## src/rtl/conv_pkg.sv

```systemverilog
// Shared definitions for the convolution result streamer.
// Holds the MemoryZ geometry, the streamer FSM state type, the FIFO entry
// layout and the result-count helper used when a readout is triggered.
package conv_pkg;

    localparam int DATA_WIDTH_MEMZ = 16;
    localparam int ADDR_WIDTH_MEMZ = 6;
    localparam int SIZE_WIDTH      = 5;
    localparam int KERNEL_SIZE     = 5;

    typedef enum logic [1:0] {IDLE, READ, DRAIN, FIN} stream_state_t;

    typedef struct packed {
        logic                       last;
        logic [DATA_WIDTH_MEMZ-1:0] data;
    } z_entry_t;

    // Number of convolution results for an input of length size_y:
    // size_y + KERNEL_SIZE - 1. Fits in the MemoryZ address width (max 35).
    function automatic logic [ADDR_WIDTH_MEMZ-1:0] result_count(
        input logic [SIZE_WIDTH-1:0] size_y
    );
        return ADDR_WIDTH_MEMZ'(size_y) + ADDR_WIDTH_MEMZ'(KERNEL_SIZE - 1);
    endfunction

endpackage

```

## src/rtl/conv_skid_fifo.sv

```systemverilog
// Two-entry FIFO of z_entry_t words sitting between the MemoryZ read return
// and the streamed output.
// Ports:
//   clk, rstn   clock and synchronous active-low reset (empties the FIFO)
//   push        write push_entry this cycle (ignored when full and not popping)
//   push_entry  entry to write
//   pop         remove the head this cycle (ignored when empty)
//   head        current head entry (meaningful only when count != 0)
//   count       number of stored entries, 0..2
module conv_skid_fifo
    import conv_pkg::*;
(
    input  logic       clk,
    input  logic       rstn,
    input  logic       push,
    input  z_entry_t   push_entry,
    input  logic       pop,
    output z_entry_t   head,
    output logic [1:0] count
);

    z_entry_t   mem [2];
    logic       wr_ptr;
    logic       rd_ptr;
    logic [1:0] cnt_q;
    logic       do_push;
    logic       do_pop;

    // A push into a full FIFO is accepted only when the head leaves in the same cycle.
    assign do_pop  = pop && (cnt_q != 2'd0);
    assign do_push = push && ((cnt_q != 2'd2) || do_pop);

    // Storage carries no reset; count and pointers alone define validity.
    always_ff @(posedge clk) begin
        if (do_push) begin
            mem[wr_ptr] <= push_entry;
        end
    end

    always_ff @(posedge clk) begin
        if (!rstn) begin
            wr_ptr <= 1'b0;
            rd_ptr <= 1'b0;
            cnt_q  <= 2'd0;
        end else begin
            if (do_push) begin
                wr_ptr <= ~wr_ptr;
            end
            if (do_pop) begin
                rd_ptr <= ~rd_ptr;
            end
            cnt_q <= cnt_q + 2'(do_push) - 2'(do_pop);
        end
    end

    assign head  = mem[rd_ptr];
    assign count = cnt_q;

endmodule

```

## src/rtl/conv_result_streamer.sv

```systemverilog
// Reads MemoryZ after the convolution core finishes and streams the results
// out over a valid/ready interface, one 16-bit word per beat.
// Ports:
//   clk, rstn     clock and synchronous active-low reset
//   conv_done     core done; its rising edge starts a readout
//   sizeY         input length of the finished convolution, latched on trigger
//   memZ_addr     MemoryZ read address (holds its value when not reading)
//   memZ_rd_data  MemoryZ read data, valid one cycle after the address
//   zdata, zvalid, zready, zlast   result stream; zlast marks the final beat
//   busy          readout in progress
//   done          one-cycle pulse after the last beat is accepted
module conv_result_streamer
    import conv_pkg::*;
(
    input  logic                       clk,
    input  logic                       rstn,
    input  logic                       conv_done,
    input  logic [SIZE_WIDTH-1:0]      sizeY,
    output logic [ADDR_WIDTH_MEMZ-1:0] memZ_addr,
    input  logic [DATA_WIDTH_MEMZ-1:0] memZ_rd_data,
    output logic [DATA_WIDTH_MEMZ-1:0] zdata,
    output logic                       zvalid,
    input  logic                       zready,
    output logic                       zlast,
    output logic                       busy,
    output logic                       done
);

    stream_state_t              state_q;
    stream_state_t              state_d;
    logic                       conv_done_q;
    logic                       trigger;
    logic                       load;
    logic                       issue;
    logic                       credit;
    logic                       pop;
    logic                       rd_last;
    logic [ADDR_WIDTH_MEMZ-1:0] rd_ptr;
    logic [ADDR_WIDTH_MEMZ-1:0] n_q;
    logic                       inflight_p1;
    logic                       last_p1;
    z_entry_t                   push_entry;
    z_entry_t                   head;
    logic [1:0]                 fifo_count;

    // conv_done_q resets high so a level already present at reset release is not an edge.
    assign trigger = conv_done & ~conv_done_q;
    assign pop     = zvalid & zready;
    assign rd_last = (rd_ptr == n_q - ADDR_WIDTH_MEMZ'(1));

    // Credit check counts the beat leaving this cycle as a freed slot; without it a
    // one-cycle read latency into a two-entry FIFO would stall every other cycle.
    assign credit = ({1'b0, fifo_count} + {2'b00, inflight_p1}) < (3'd2 + {2'b00, pop});

    always_comb begin
        state_d = state_q;
        busy    = 1'b0;
        done    = 1'b0;
        issue   = 1'b0;
        load    = 1'b0;
        case (state_q)
            IDLE: begin
                if (trigger) begin
                    load    = 1'b1;
                    state_d = (sizeY == '0) ? FIN : READ;
                end
            end
            READ: begin
                busy = 1'b1;
                if (credit) begin
                    issue = 1'b1;
                    if (rd_last) begin
                        state_d = DRAIN;
                    end
                end
            end
            DRAIN: begin
                busy = 1'b1;
                if (pop && zlast) begin
                    state_d = FIN;
                end
            end
            FIN: begin
                done    = 1'b1;
                state_d = IDLE;
            end
            default: state_d = IDLE;
        endcase
    end

    // rd_ptr stops at N-1 after the final issue, so memZ_addr never leaves the result range.
    always_ff @(posedge clk) begin
        if (!rstn) begin
            state_q     <= IDLE;
            conv_done_q <= 1'b1;
            rd_ptr      <= '0;
            n_q         <= '0;
            inflight_p1 <= 1'b0;
            last_p1     <= 1'b0;
        end else begin
            state_q     <= state_d;
            conv_done_q <= conv_done;
            inflight_p1 <= issue;
            last_p1     <= issue && rd_last;
            if (load) begin
                n_q    <= result_count(sizeY);
                rd_ptr <= '0;
            end else if (issue && !rd_last) begin
                rd_ptr <= rd_ptr + ADDR_WIDTH_MEMZ'(1);
            end
        end
    end

    assign memZ_addr = rd_ptr;

    // ---- read return stage: data registered by MemoryZ joins its last tag ----
    assign push_entry.last = last_p1;
    assign push_entry.data = memZ_rd_data;

    conv_skid_fifo u_fifo (
        .clk        (clk),
        .rstn       (rstn),
        .push       (inflight_p1),
        .push_entry (push_entry),
        .pop        (pop),
        .head       (head),
        .count      (fifo_count)
    );

    // Head fields are masked so the stream reads as zero whenever nothing is valid.
    assign zvalid = (fifo_count != 2'd0);
    assign zdata  = zvalid ? head.data : '0;
    assign zlast  = zvalid & head.last;

endmodule
```

## config.mk

```make
export PLATFORM = sky130hd
export DESIGN_NAME = conv_result_streamer
export DESIGN_NICKNAME = d
export VERILOG_FILES = /design/src/rtl/conv_pkg.sv /design/src/rtl/conv_skid_fifo.sv /design/src/rtl/conv_result_streamer.sv
export SDC_FILE = /design/constraint.sdc
export NUM_CORES = 1
export LEC_CHECK = 0
export ABC_CLOCK_PERIOD_IN_PS = 3000
export CORE_UTILIZATION = 47
export CTS_BUF_LIST = sky130_fd_sc_hd__clkbuf_2
export CTS_CLUSTER_DIAMETER = 200
export DETAILED_ROUTE_END_ITERATION = 12
export HOLD_SLACK_MARGIN = 0.06
export PLACE_DENSITY_LB_ADDON = 0.12
export SYNTH_ARGS = -nofsm -noshare
export SYNTH_HDL_FRONTEND = slang
export SYNTH_HIERARCHICAL = 1
export SYNTH_SLANG_ARGS = --single-unit
export TNS_END_PERCENT = 10
```

## constraint.sdc

```tcl
create_clock -name clk -period 3 [get_ports clk]
set_clock_uncertainty 0.2 [all_clocks]
set_input_delay 0.3 -clock clk [delete_from_list [all_inputs] [get_ports clk]]
set_output_delay 0.3 -clock clk [all_outputs]
set_load 0.03 [all_outputs]
```

==> impl_metrics.ini <==
[yosys]
synth-edff-count = 34
yosys-top-cells-area = edfxtp_1 (38%), dfxtp_1 (16%), ha_1 (6.1%)
synth_top_cell_by_area = edfxtp_1
syn-cell-area_sq_um = 2680
syn_inst = 215
syn-num-nets = 253
synth_flop_cell = edfxtp_1
yosys_warnings = 6
async_flop_share = 0
synth_sequential_area_ratio = 0.546
netlist.area_leader.share = 0.381
synthDistinctLibCells = 42
ys_seq_elements = 56
postSynthAreaPerCell_sq_um = 12.4

[worst_setup_path]
arrival_ns = 2.19
cp_slowest_cell = clkdlybuf4s50_1
ff2ff_path_depth = 8
cp.required_ns = 2.50
crit_type = register to output pin
slowest_delay_ns = 0.60
r2r-start = n_q[0]$_SDFFE_PN0P_
crit_chain = buf_4 > mux2_2 > and2_1 > clkdlybuf4s50_1
rr_endpoint = state_q[0]$_SDFFE_PN0P_
crit_buf_inv = 2
crit_path_end_kind = output pin
path_max_fanout = 17
crit_family = buffers and inverters
r2r_setup_slack_ns = 0.70
start_kind = register

[finish]
final_util = 0.600
final_common_cell = clkdlybuf4s50_1
drive_gt1_frac = 0.141
diodes = 0
fill_cells = 463
area_growth_pct = 23.4
final_cell_mix = clkdlybuf4s50_1 (50), edfxtp_1 (34), dfxtp_1 (22)
finalNetCount = 307

[route]
routedWlPerCell_um = 13.0
ant_nets = 0
via_count = 1700
viasPerCell = 4.97
drt_wl_total_um = 4450
route.detailed.drc = 0
drtIter0Drc = 45
first_pass_iters = 4

[timing]
slew_viol_final = 0
tightest_slew_ns = 0.563
maxSlewHeadroom = 0.623
rsz0062_at_grt = no
min_period_over_period = 0.896
final_hold_viol_count = 0
setup_viol = 0
fin_setup_tns_ns = 0
fmax_ghz = 0.372
fin_crit_ns = 2.69

[global_route]
track_usage = 0.160
grt_pass1_wl_um = 7500
grt_max_degree = 20
antenna_found_initial = 0
met2_usage = 0.296
overflow = 0
use_met3 = 0.0365
top_usage_layer = met2
grt_use_met1 = 0.181
grt_pass1_vias = 1660

[clock_tree]
clkLatencyLatePin_ns = 0.42
clkSinkCount = 56
cts_tree = built
clkTransAtPathRegs_ns = 0.24
cts_buffer_depth = 2
numCtsBuffers = 5
h-tree-depth = 2
cts_root_buffer = clkbuf_2
postCtsHoldBufs = 0
cts_setup_buffers = 0
cts_resized = 0

[hold_path]
min-delay-path-class = input pin to register
min_to = u_fifo/mem[1][1]$_DFFE_PP_
whs_path_depth = 1
hp-start = memZ_rd_data[1]

[place]
routabilityCongestion = 0.787
portBuffers = 50
dpl.hpwl_um = 3310

[run_status]
status = finished, final reports clean

[pwr]
p_leak_nw = 1.27
cellPowerDensity_nw_per_um2 = 544
peakVddDrop_mv = 0.387

[die]
die_h_um = 77.5
rows = 27
core_sq_um = 5510
start_util = 0.486
ios = 51
die_w_um = 77.5
die_area_sq_um = 6000

[flow_run]
max-cap-violations = 0
==> Yosys cell counts, drive strengths merged (5+ instances only) <==
master	number
and2	19
a21boi	5
nand3	5
mux2	18
inv	12
ha	13
edfxtp	34
nand2	17
dfxtp	22
nor2	8
xnor2	11
mux2i	5
==> metal layers <==
metal	part of all wire	wire length, um	up-vias
li1	-	-	862
met1	0.44	1950	797
met2	0.52	2310	35
met3	0.030	132	6
met4	0.012	55	0
met5	0	0	-
==> final cells by class <==
cell class	instances	area (sq um)	share of cell area
clock buffers	7	35.0	0.0106
clock inverters	1	8.76	0.00265
inverters	12	45.0	0.0136
multi-input cells	140	1130	0.343
flip-flops and latches	56	1460	0.443
well taps	72	90.1	0.0273
repair buffers	54	531	0.161
==> flip-flops by register name, summed over array words and instances (netlist names), named ones only <==
signal         count
conv_done_q        1
inflight_p1        1
last_p1            1
u_fifo/wr_ptr      1
u_fifo/count       2
u_fifo/rd_ptr      1
n_q                6
u_fifo/mem        34
memZ_addr          6
state_q            2
==> kinds of logic (layout without fill, tap and decap cells) <==
logic type               count (synthesis)  after routing  synth area share
flip-flops                              56             56             0.546
AO/OA/AOI/OAI                           23             23            0.0678
buffers and inverters                   19             74            0.0313
XOR/XNOR                                14             14            0.0458
multiplexers                            23             23             0.108
adder cells (fa/ha/maj)                 13             13            0.0608
AND/OR/NAND/NOR                         67             67             0.140
==> how the worst max path moves through the flow <==
stage | startpoint | end | slack (ns) | cells after the start
4_1_cts | register | zlast | 0.26 | 4
3_3_place_gp | zready | u_fifo/count[1]$_SDFF_PN0_ | 0.61 | 10
6_report | register | zlast | 0.31 | 4
3_5_place_dp | zready | u_fifo/count[1]$_SDFF_PN0_ | 0.57 | 10
2_1_floorplan | u_fifo/count[0]$_SDFF_PN0_ | u_fifo/mem[1][0]$_DFFE_PP_ | 0.88 | 4
5_1_grt | register | zlast | 0.20 | 4
==> per-stage QoR <==
| stage | area [sq um] | instances | hold slack [ns] | setup slack (ns) | power (W) |
|---|---|---|---|---|---|
| 3_3_place_gp | 3260 | 334 | 0.221 | 0.612 | 0.00153 |
| 2_1_floorplan | 2680 | 215 | 0.173 | 0.882 | 0.00134 |
| 6_report | 3300 | 342 | 0.237 | 0.313 | 0.00180 |
| 5_1_grt | 3300 | 342 | 0.183 | 0.200 | 0.00190 |
| 3_5_place_dp | 3260 | 334 | 0.226 | 0.571 | 0.00155 |
| 4_1_cts | 3300 | 342 | 0.204 | 0.259 | 0.00183 |
==> where the power goes <==
part	internal [W]	switching (W)	leakage, nW
sequential	0.000891	0.0000510	0.485
combinational	0.000271	0.000308	0.749
clock	0.0000667	0.000210	0.0332
Note: power is estimated with default switching activity, not from simulation.
